===== src/rtl/writeback_stage_if.sv =====
// Memory-stage to writeback-stage bus: instruction handshake plus the load response channel.
// The memory stage is the master; the writeback stage is the slave and returns in_ready.
interface writeback_stage_if;
  logic        in_valid;
  logic        in_ready;
  logic [31:0] in_pc;
  logic [31:0] in_alu_result;
  logic [4:0]  in_rd;
  logic        in_regwen;
  logic [1:0]  in_wb_sel;
  logic [2:0]  in_load_type;
  logic        mem_rsp_valid;
  logic [31:0] mem_rsp_data;

  modport master (
    output in_valid, in_pc, in_alu_result, in_rd, in_regwen, in_wb_sel, in_load_type,
    output mem_rsp_valid, mem_rsp_data,
    input  in_ready
  );

  modport slave (
    input  in_valid, in_pc, in_alu_result, in_rd, in_regwen, in_wb_sel, in_load_type,
    input  mem_rsp_valid, mem_rsp_data,
    output in_ready
  );
endinterface


===== src/rtl/writeback_stage.sv =====
// Final pipeline stage: selects the writeback value, waits (with timeout) for load data,
// drives the register-file write port and counts retired instructions.
module writeback_stage #(
  parameter int unsigned MEM_TIMEOUT = 16,
  parameter int unsigned CNT_W       = 64
) (
  input  logic               clk,
  input  logic               reset,
  writeback_stage_if.slave   bus,
  output logic [4:0]         wb_rd,
  output logic [31:0]        wb_data,
  output logic               wb_regwen,
  output logic               retire,
  output logic               load_err,
  output logic [CNT_W-1:0]   instret
);

  localparam logic [7:0] TimeoutLast = 8'(MEM_TIMEOUT - 1);

  typedef enum logic [0:0] {StIdle, StWaitMem} state_e;

  state_e             state_q;
  logic [4:0]         rd_q;
  logic               regwen_q;
  logic [2:0]         lt_q;
  logic [1:0]         off_q;
  logic [7:0]         cnt_q;
  logic [4:0]         wb_rd_q;
  logic [31:0]        wb_data_q;
  logic               wb_regwen_q;
  logic               retire_q;
  logic               load_err_q;
  logic [CNT_W-1:0]   instret_q;

  logic [7:0]         byte_v;
  logic [15:0]        half_v;
  logic [31:0]        load_val;
  logic               load_ok;

  assign bus.in_ready = (state_q == StIdle);
  assign wb_rd        = wb_rd_q;
  assign wb_data      = wb_data_q;
  assign wb_regwen    = wb_regwen_q;
  assign retire       = retire_q;
  assign load_err     = load_err_q;
  assign instret      = instret_q;

  // Extract the addressed byte/halfword from the aligned response word.
  always_comb begin
    load_ok  = 1'b1;
    load_val = '0;
    case (off_q)
      2'd0:    byte_v = bus.mem_rsp_data[7:0];
      2'd1:    byte_v = bus.mem_rsp_data[15:8];
      2'd2:    byte_v = bus.mem_rsp_data[23:16];
      default: byte_v = bus.mem_rsp_data[31:24];
    endcase
    half_v = off_q[1] ? bus.mem_rsp_data[31:16] : bus.mem_rsp_data[15:0];
    case (lt_q)
      3'b000:  load_val = {{24{byte_v[7]}}, byte_v};
      3'b100:  load_val = {24'h0, byte_v};
      3'b001:  load_val = {{16{half_v[15]}}, half_v};
      3'b101:  load_val = {16'h0, half_v};
      3'b010:  load_val = bus.mem_rsp_data;
      default: load_ok  = 1'b0;
    endcase
  end

  always_ff @(posedge clk) begin
    if (!reset) begin
      state_q     <= StIdle;
      rd_q        <= '0;
      regwen_q    <= 1'b0;
      lt_q        <= '0;
      off_q       <= '0;
      cnt_q       <= '0;
      wb_rd_q     <= '0;
      wb_data_q   <= '0;
      wb_regwen_q <= 1'b0;
      retire_q    <= 1'b0;
      load_err_q  <= 1'b0;
      instret_q   <= '0;
    end else begin
      wb_rd_q     <= '0;
      wb_data_q   <= '0;
      wb_regwen_q <= 1'b0;
      retire_q    <= 1'b0;
      load_err_q  <= 1'b0;
      case (state_q)
        StIdle: begin
          if (bus.in_valid) begin
            if (bus.in_wb_sel == 2'b01) begin
              rd_q     <= bus.in_rd;
              regwen_q <= bus.in_regwen;
              lt_q     <= bus.in_load_type;
              off_q    <= bus.in_alu_result[1:0];
              cnt_q    <= '0;
              state_q  <= StWaitMem;
            end else begin
              retire_q    <= 1'b1;
              instret_q   <= instret_q + CNT_W'(1);
              wb_rd_q     <= bus.in_rd;
              wb_regwen_q <= bus.in_regwen && (bus.in_rd != 5'd0) && (bus.in_wb_sel != 2'b11);
              case (bus.in_wb_sel)
                2'b00:   wb_data_q <= bus.in_alu_result;
                2'b10:   wb_data_q <= bus.in_pc + 32'd4;
                default: wb_data_q <= '0;
              endcase
            end
          end
        end
        StWaitMem: begin
          // A response arriving in the final wait cycle takes priority over the timeout.
          if (bus.mem_rsp_valid) begin
            retire_q    <= 1'b1;
            instret_q   <= instret_q + CNT_W'(1);
            wb_rd_q     <= rd_q;
            wb_data_q   <= load_ok ? load_val : 32'h0;
            wb_regwen_q <= regwen_q && (rd_q != 5'd0) && load_ok;
            load_err_q  <= !load_ok;
            state_q     <= StIdle;
          end else if (cnt_q == TimeoutLast) begin
            load_err_q <= 1'b1;
            state_q    <= StIdle;
          end else begin
            cnt_q <= cnt_q + 8'd1;
          end
        end
        default: state_q <= StIdle;
      endcase
    end
  end

endmodule


===== src/flat_wrapper.sv =====
// flat-port wrapper written by rule: the top's interface ports become plain ports
module writeback_stage_flat 
#(
  parameter int unsigned MEM_TIMEOUT = 16,
  parameter int unsigned CNT_W       = 64
)
  (clk, reset, wb_rd, wb_data, wb_regwen, retire, load_err, instret, bus_in_valid, bus_in_pc, bus_in_alu_result, bus_in_rd, bus_in_regwen, bus_in_wb_sel, bus_in_load_type, bus_mem_rsp_valid, bus_mem_rsp_data, bus_in_ready);
  writeback_stage_if bus_i ();
  input  logic clk;
  input  logic reset;
  output logic [4:0] wb_rd;
  output logic [31:0] wb_data;
  output logic wb_regwen;
  output logic retire;
  output logic load_err;
  output logic [CNT_W-1:0] instret;
  input wire logic [$bits(bus_i.in_valid)-1:0] bus_in_valid;
  input wire logic [$bits(bus_i.in_pc)-1:0] bus_in_pc;
  input wire logic [$bits(bus_i.in_alu_result)-1:0] bus_in_alu_result;
  input wire logic [$bits(bus_i.in_rd)-1:0] bus_in_rd;
  input wire logic [$bits(bus_i.in_regwen)-1:0] bus_in_regwen;
  input wire logic [$bits(bus_i.in_wb_sel)-1:0] bus_in_wb_sel;
  input wire logic [$bits(bus_i.in_load_type)-1:0] bus_in_load_type;
  input wire logic [$bits(bus_i.mem_rsp_valid)-1:0] bus_mem_rsp_valid;
  input wire logic [$bits(bus_i.mem_rsp_data)-1:0] bus_mem_rsp_data;
  output wire logic [$bits(bus_i.in_ready)-1:0] bus_in_ready;
  assign bus_i.in_valid = bus_in_valid;
  assign bus_i.in_pc = bus_in_pc;
  assign bus_i.in_alu_result = bus_in_alu_result;
  assign bus_i.in_rd = bus_in_rd;
  assign bus_i.in_regwen = bus_in_regwen;
  assign bus_i.in_wb_sel = bus_in_wb_sel;
  assign bus_i.in_load_type = bus_in_load_type;
  assign bus_i.mem_rsp_valid = bus_mem_rsp_valid;
  assign bus_i.mem_rsp_data = bus_mem_rsp_data;
  assign bus_in_ready = bus_i.in_ready;
  writeback_stage #(.MEM_TIMEOUT(MEM_TIMEOUT), .CNT_W(CNT_W)) u_core (.clk(clk), .reset(reset), .bus(bus_i), .wb_rd(wb_rd), .wb_data(wb_data), .wb_regwen(wb_regwen), .retire(retire), .load_err(load_err), .instret(instret));
endmodule

===== config.mk =====
export PLATFORM = sky130hd
export DESIGN_NAME = writeback_stage_flat
export DESIGN_NICKNAME = d
export VERILOG_FILES = /design/src/rtl/writeback_stage_if.sv /design/src/rtl/writeback_stage.sv /design/src/flat_wrapper.sv
export SDC_FILE = /design/constraint.sdc
export NUM_CORES = 1
export LEC_CHECK = 0
export ABC_CLOCK_PERIOD_IN_PS = 3500
export CAP_MARGIN = 20
export CORE_ASPECT_RATIO = 1.2
export CORE_MARGIN = 2
export CORE_UTILIZATION = 50
export CTS_CLUSTER_DIAMETER = 100
export DETAILED_ROUTE_END_ITERATION = 8
export GPL_TIMING_DRIVEN = 0
export PLACE_DENSITY = 0.86
export SLEW_MARGIN = 20
export SYNTH_ARGS = -nofsm -noshare
export SYNTH_HDL_FRONTEND = slang
export SYNTH_SLANG_ARGS = --single-unit

===== constraint.sdc =====
create_clock -name clk -period 3.5 [get_ports clk]
set_input_delay 0.7 -clock clk [delete_from_list [all_inputs] [get_ports clk]]
set_output_delay 0.7 -clock clk [all_outputs]
set_load 0.01 [all_outputs]

# After elaboration in Yosys (flattened, before gate mapping)
# Index checks and enable logic that the tools add are counted.
# op_classes
addsub	3
n_bitwise	1
reduce_logical	15
n_eq_ne	16
mux	38
# op_table
cell	count
$mux W64	3
$pmux W32 S5	1
$mux W32	4
$pmux W32 S2	2
$pmux W64 S2	1
$add A64 B1 Y64 const B	1
$add A32 B3 Y32 const B	1
$mux W8	4
$pmux W8 S3	1
$mux W16	1
$pmux W8 S2	1
$mux W5	3
$mux W1	13
$ne A2 B2 Y1 const B	6
$pmux W5 S2	1
$reduce_bool A5 Y1	2
$add A8 B1 Y8 const B	1
$eq A8 B4 Y1 const B	1
$eq A3 B3 Y1 const B	2
$pmux W1 S2	3
$reduce_and A3 Y1	2
$reduce_or A5 Y1	1
$eq A2 B1 Y1 const B	2
$eq A2 B2 Y1 const B	2
other kinds (10)	14
# totals
reg_bits	124
inputBits	111
elab_cells	85

# Depth between registers and ports, before layout
# logic_depth
ltp_word	6
mapped_depth	9
depth_no_buf	6

# Worst setup path before layout
# No wires, ideal clock.
# synth_timing
path_kind	input to register
start	in bus_in_wb_sel[1]
end	reg u_core.instret_q[16], in the netlist u_core.instret[16]
cell_stages	7
t_arrival_ns	2.313
path_slack_ns	1.117
setup_ns	0.070
cell_sequence	clkbuf_1 -> nand2b_1 -> a21oi_1 -> or4_1 -> clkbuf_1 -> or3_1 -> a21oi_1
# synth_via
elab_chain_cells	3
# synth_lines
element	line_no	rtl
from (decl)	flat_wrapper.sv:22	input wire logic [$bits(bus_i.in_wb_sel)-1:0] bus_in_wb_sel;
$eq A2 B1 Y1	writeback_stage.sv:92	if (bus.in_wb_sel == 2'b01) begin
$ne A2 B2 Y1 (no source line)	--	
$reduce_and A3 Y1 (no source line)	--	
to (signal assigned)	writeback_stage.sv:101	instret_q <= instret_q + CNT_W'(1);
to (signal assigned)	writeback_stage.sv:116	instret_q <= instret_q + CNT_W'(1);
to (decl)	writeback_stage.sv:33	logic [CNT_W-1:0] instret_q;
# Every way passes these cells.
# A chain may end at the register's enable or synchronous reset.

==> metrics.md <==
| Metric | Value |
|---|---|
| Placed inst area | `9072 um2` |
| Vias in the first global route | `7009` |
| Critical path data arrival time | `3.34 ns` |
| Mapped Avg Cell Area | `8.260 um2` |
| Clock Pin Slew Worst Setup and Hold Paths | `0.06 ns` |
| Largest delay share family, worst path | `buffers and inverters` |
| Fillers | `about 1000` |
| Slowest-stage cell, CP | `nor3_1` |
| HPWL Detailed | `between 15000 and 20000 um` |
| Crit path buffers/inverters | `4` |
| I/O Pins | `216` |
| ANT nets after route | `0` |
| NumNets Final | `between 1000 and 1500` |
| Crit path top cell by count | `clkbuf_1` |
| Most common cell in the netlist | `dfxtp_1` |
| Die Y | `approximately 130 um` |
| Met2 Resource Use GR | `0.5680` |
| Grt peak-use layer | `met2` |
| Most frequent cells after synthesis | `124 x dfxtp_1, 82 x a21oi_1, 82 x nand2_1` |
| Minimum clock period | `3.023 ns` |
| Port buffer count | `214` |
| Max rail drop VDD | `between 0.2 and 0.3 mV` |
| Fin. Hold Viols | `0` |
| Worst-path maximum fanout | `10` |
| ANT cells | `0` |
| Yosys cell types | `59` |
| DRC errors left | `0` |
| Mapped Area | `6715 um2` |
| Routed len/inst | `around 20 um` |
| Synth top area share | `0.3697` |
| Relative max-transition margin | `0.3162` |
| Initial antenna violation count | `1` |
| Routability Congestion | `0.9438` |
| Final Instance Area | `roughly 9700 um2` |
| YS warnings | `0` |
| Post-synth ARST share | `0` |
| Met3 usage | `0.1106` |
| All-Layer GR Usage | `0.3300` |
| Final setup fails | `0` |
| Syn nets | `927` |
| Cell count after synthesis | `between 800 and 900` |
| Clock sink count | `around 120` |
| Clock skew | `~0.008 ns` |
| Power per standard cell area | `378.5 nW/um2` |
| Crit-path cells | `clkdlybuf4s50_1, inv_1, clkbuf_1, nor3_1, nand2_1, clkbuf_1, o221ai_1` |
| Die area | `about 14000 um2` |
| Post-synth top flop | `dfxtp_1` |
| DRT Pass-1 Iters | `5` |
| H-Tree Depth | `4` |
| Clock Latency Late Sink | `0.42 ns` |
| RSZ-0062 raised after global routing | `false` |
| Fin util | `0.7323` |
| Via-to-Cell Ratio | `6.181` |
| Total gr overflow | `0` |
| Layout Cells excl Fill | `1227` |
| Placeable Area | `13180 um2` |
| CP peak stage delay | `around 0.88 ns` |
| Post-CTS Setup Bufs | `0` |
| Clock buffer depth | `2` |
| Via count | `7584` |
| Post-CTS Hold Buffers | `0` |
| Setup TNS | `0 ns` |
| Resized cells post-CTS | `0` |
| Pin count of the biggest net entering global routing | `17` |
| Startpoint Class | `input port` |
| Fmax achieved | `330.7 MHz` |
| Layout cell share with drive strength beyond 1 | `0.05382` |
| Sequential share of the synthesized area | `0.3697` |
| Status | `complete, no violations` |
| Number of synthesized flops with an enable pin | `0` |
| Inserted Clock Buffers | `17` |
| GR Layer Usage met1 | `0.3536` |
| Synth Register Bits | `124` |
| Root Buffer | `clkbuf_16` |
| Fin crit share | `0.8638` |
| Worst hold path class | `register to register` |
| Max-cap violations | `0` |
| Lkg Pwr | `3.196 nW` |
| Initial DRC Count | `578` |
| Die width | `109.8 um` |
| Top cells by area, synth | `dfxtp_1 37%, a21oi_1 6.1%, nand2_1 4.6%, xnor2_1 4.0%, or4_1 3.4%` |
| First-pass GRT wire length | `36290 um` |
| WS Path Type | `input port to register` |
| Placed cell count | `1195` |
| Crit. End Element | `register` |
| Max-slew violations | `0` |
| Initial core utilization | `0.5095` |
| Least-Margin Pin Slew | `1.018 ns` |
| Row Count | `between 40 and 50` |
| CTS tree | `yes` |
| Layout area overhead | `43.73%` |
| Total Wirelength | `24430 um` |
| CP Data Required Time | `3.82 ns` |
| Synth area leader | `dfxtp_1` |
-- where the power goes --
| group | total [mW] | switching (mW) | leakage (nW) | internal, mW |
|---|---|---|---|---|
| Combinational | 0.464 | 0.230 | 1.92 | 0.234 |
| Sequential | 1.45 | 0.0124 | 1.00 | 1.44 |
| Clock | 1.74 | 0.659 | 0.275 | 1.08 |
| Total | 3.65 | 0.901 | 3.20 | 2.75 |
-- path summary, 6_finish.rpt --
check             slack (ns)                  to  depth (start not counted)         startpoint
hold reg to reg         0.47     u_core.regwen_q                          2    u_core.regwen_q
setup reg to reg        0.52  u_core.instret[50]                          7  u_core.instret[3]
hold / removal          0.47     u_core.regwen_q                          2    u_core.regwen_q
setup / recovery        0.48  u_core.wb_data[22]                          7              reset
-- through the flow --
| stage | setup WS (ns) | power (mW) | hold slack (ns) |
|---|---|---|---|
| finish | 0.4766 | 3.654 | 0.4716 |
| global route | 0.3679 | 3.754 | 0.5047 |
| detailed placement | 0.1388 | 1.932 | 0.4637 |
| floorplan | 1.117 | 1.669 | 0.4329 |
| global placement | -0.1682 | 1.929 | 0.4405 |
| CTS | 0.5559 | 3.655 | 0.4745 |
-- sequential cells by signal, indices dropped and copies added (netlist names), 2 cells and up --
| register | cells |
|---|---|
| u_core.rd_q | 5 |
| u_core.lt_q | 3 |
| u_core.wb_data | 32 |
| u_core.instret | 64 |
| u_core.cnt_q | 8 |
| u_core.wb_rd | 5 |
| u_core.off_q | 2 |
-- final cells by class --
cell class / instances / area (um2) / area share
well taps: 168 / 210.2 / 0.02178
clock inverters: 11 / 118.9 / 0.01232
repair buffers: 214 / 2142 / 0.2219
multi-input cells: 622 / 3966 / 0.4109
flip-flops and latches: 124 / 2482 / 0.2572
plain buffers: 50 / 207.7 / 0.02152
clock buffers: 21 / 460.4 / 0.04771
inverters: 17 / 63.81 / 0.006611
-- logic make-up after synthesis --
logic type | Yosys count | synth area share
multiplexers | 27 | 0.05534
AND/OR/NAND/NOR | 347 | 0.2832
XOR/XNOR | 40 | 0.05217
AO/OA/AOI/OAI | 205 | 0.1936
flip-flops | 124 | 0.3697
buffers and inverters | 67 | 0.04043
adder cells (fa/ha/maj) | 3 | 0.005590
-- layout by cell type (no fill, tap or decap), types with 27 or more instances in the layout --
| cell | n |
|---|---|
| xnor2_1 | 31 |
| clkbuf_1 | 41 |
| nand3_1 | 39 |
| dfxtp_1 | 124 |
| nand2_1 | 82 |
| clkdlybuf4s50_1 | 214 |
| nor2_1 | 55 |
| o21ai_0 | 31 |
| or4_1 | 30 |
| nand4_1 | 27 |
| a21oi_1 | 82 |
-- metal layers --
metal | wire length (um) | share of wire
met1 | 8870 | 0.36
met2 | 11820 | 0.48
met5 | 11 | 0.00045
met3 | 2521 | 0.10
met4 | 1212 | 0.050
-- worst min-delay path, delay by kind of cell (launching register included) --
kind	cells	cell delay (ns)
and+or+nand+nor	1	0.05
DFF	1	0.31
AOI/OAI and AO/OA	1	0.06
(Power assumes the default switching activity.)
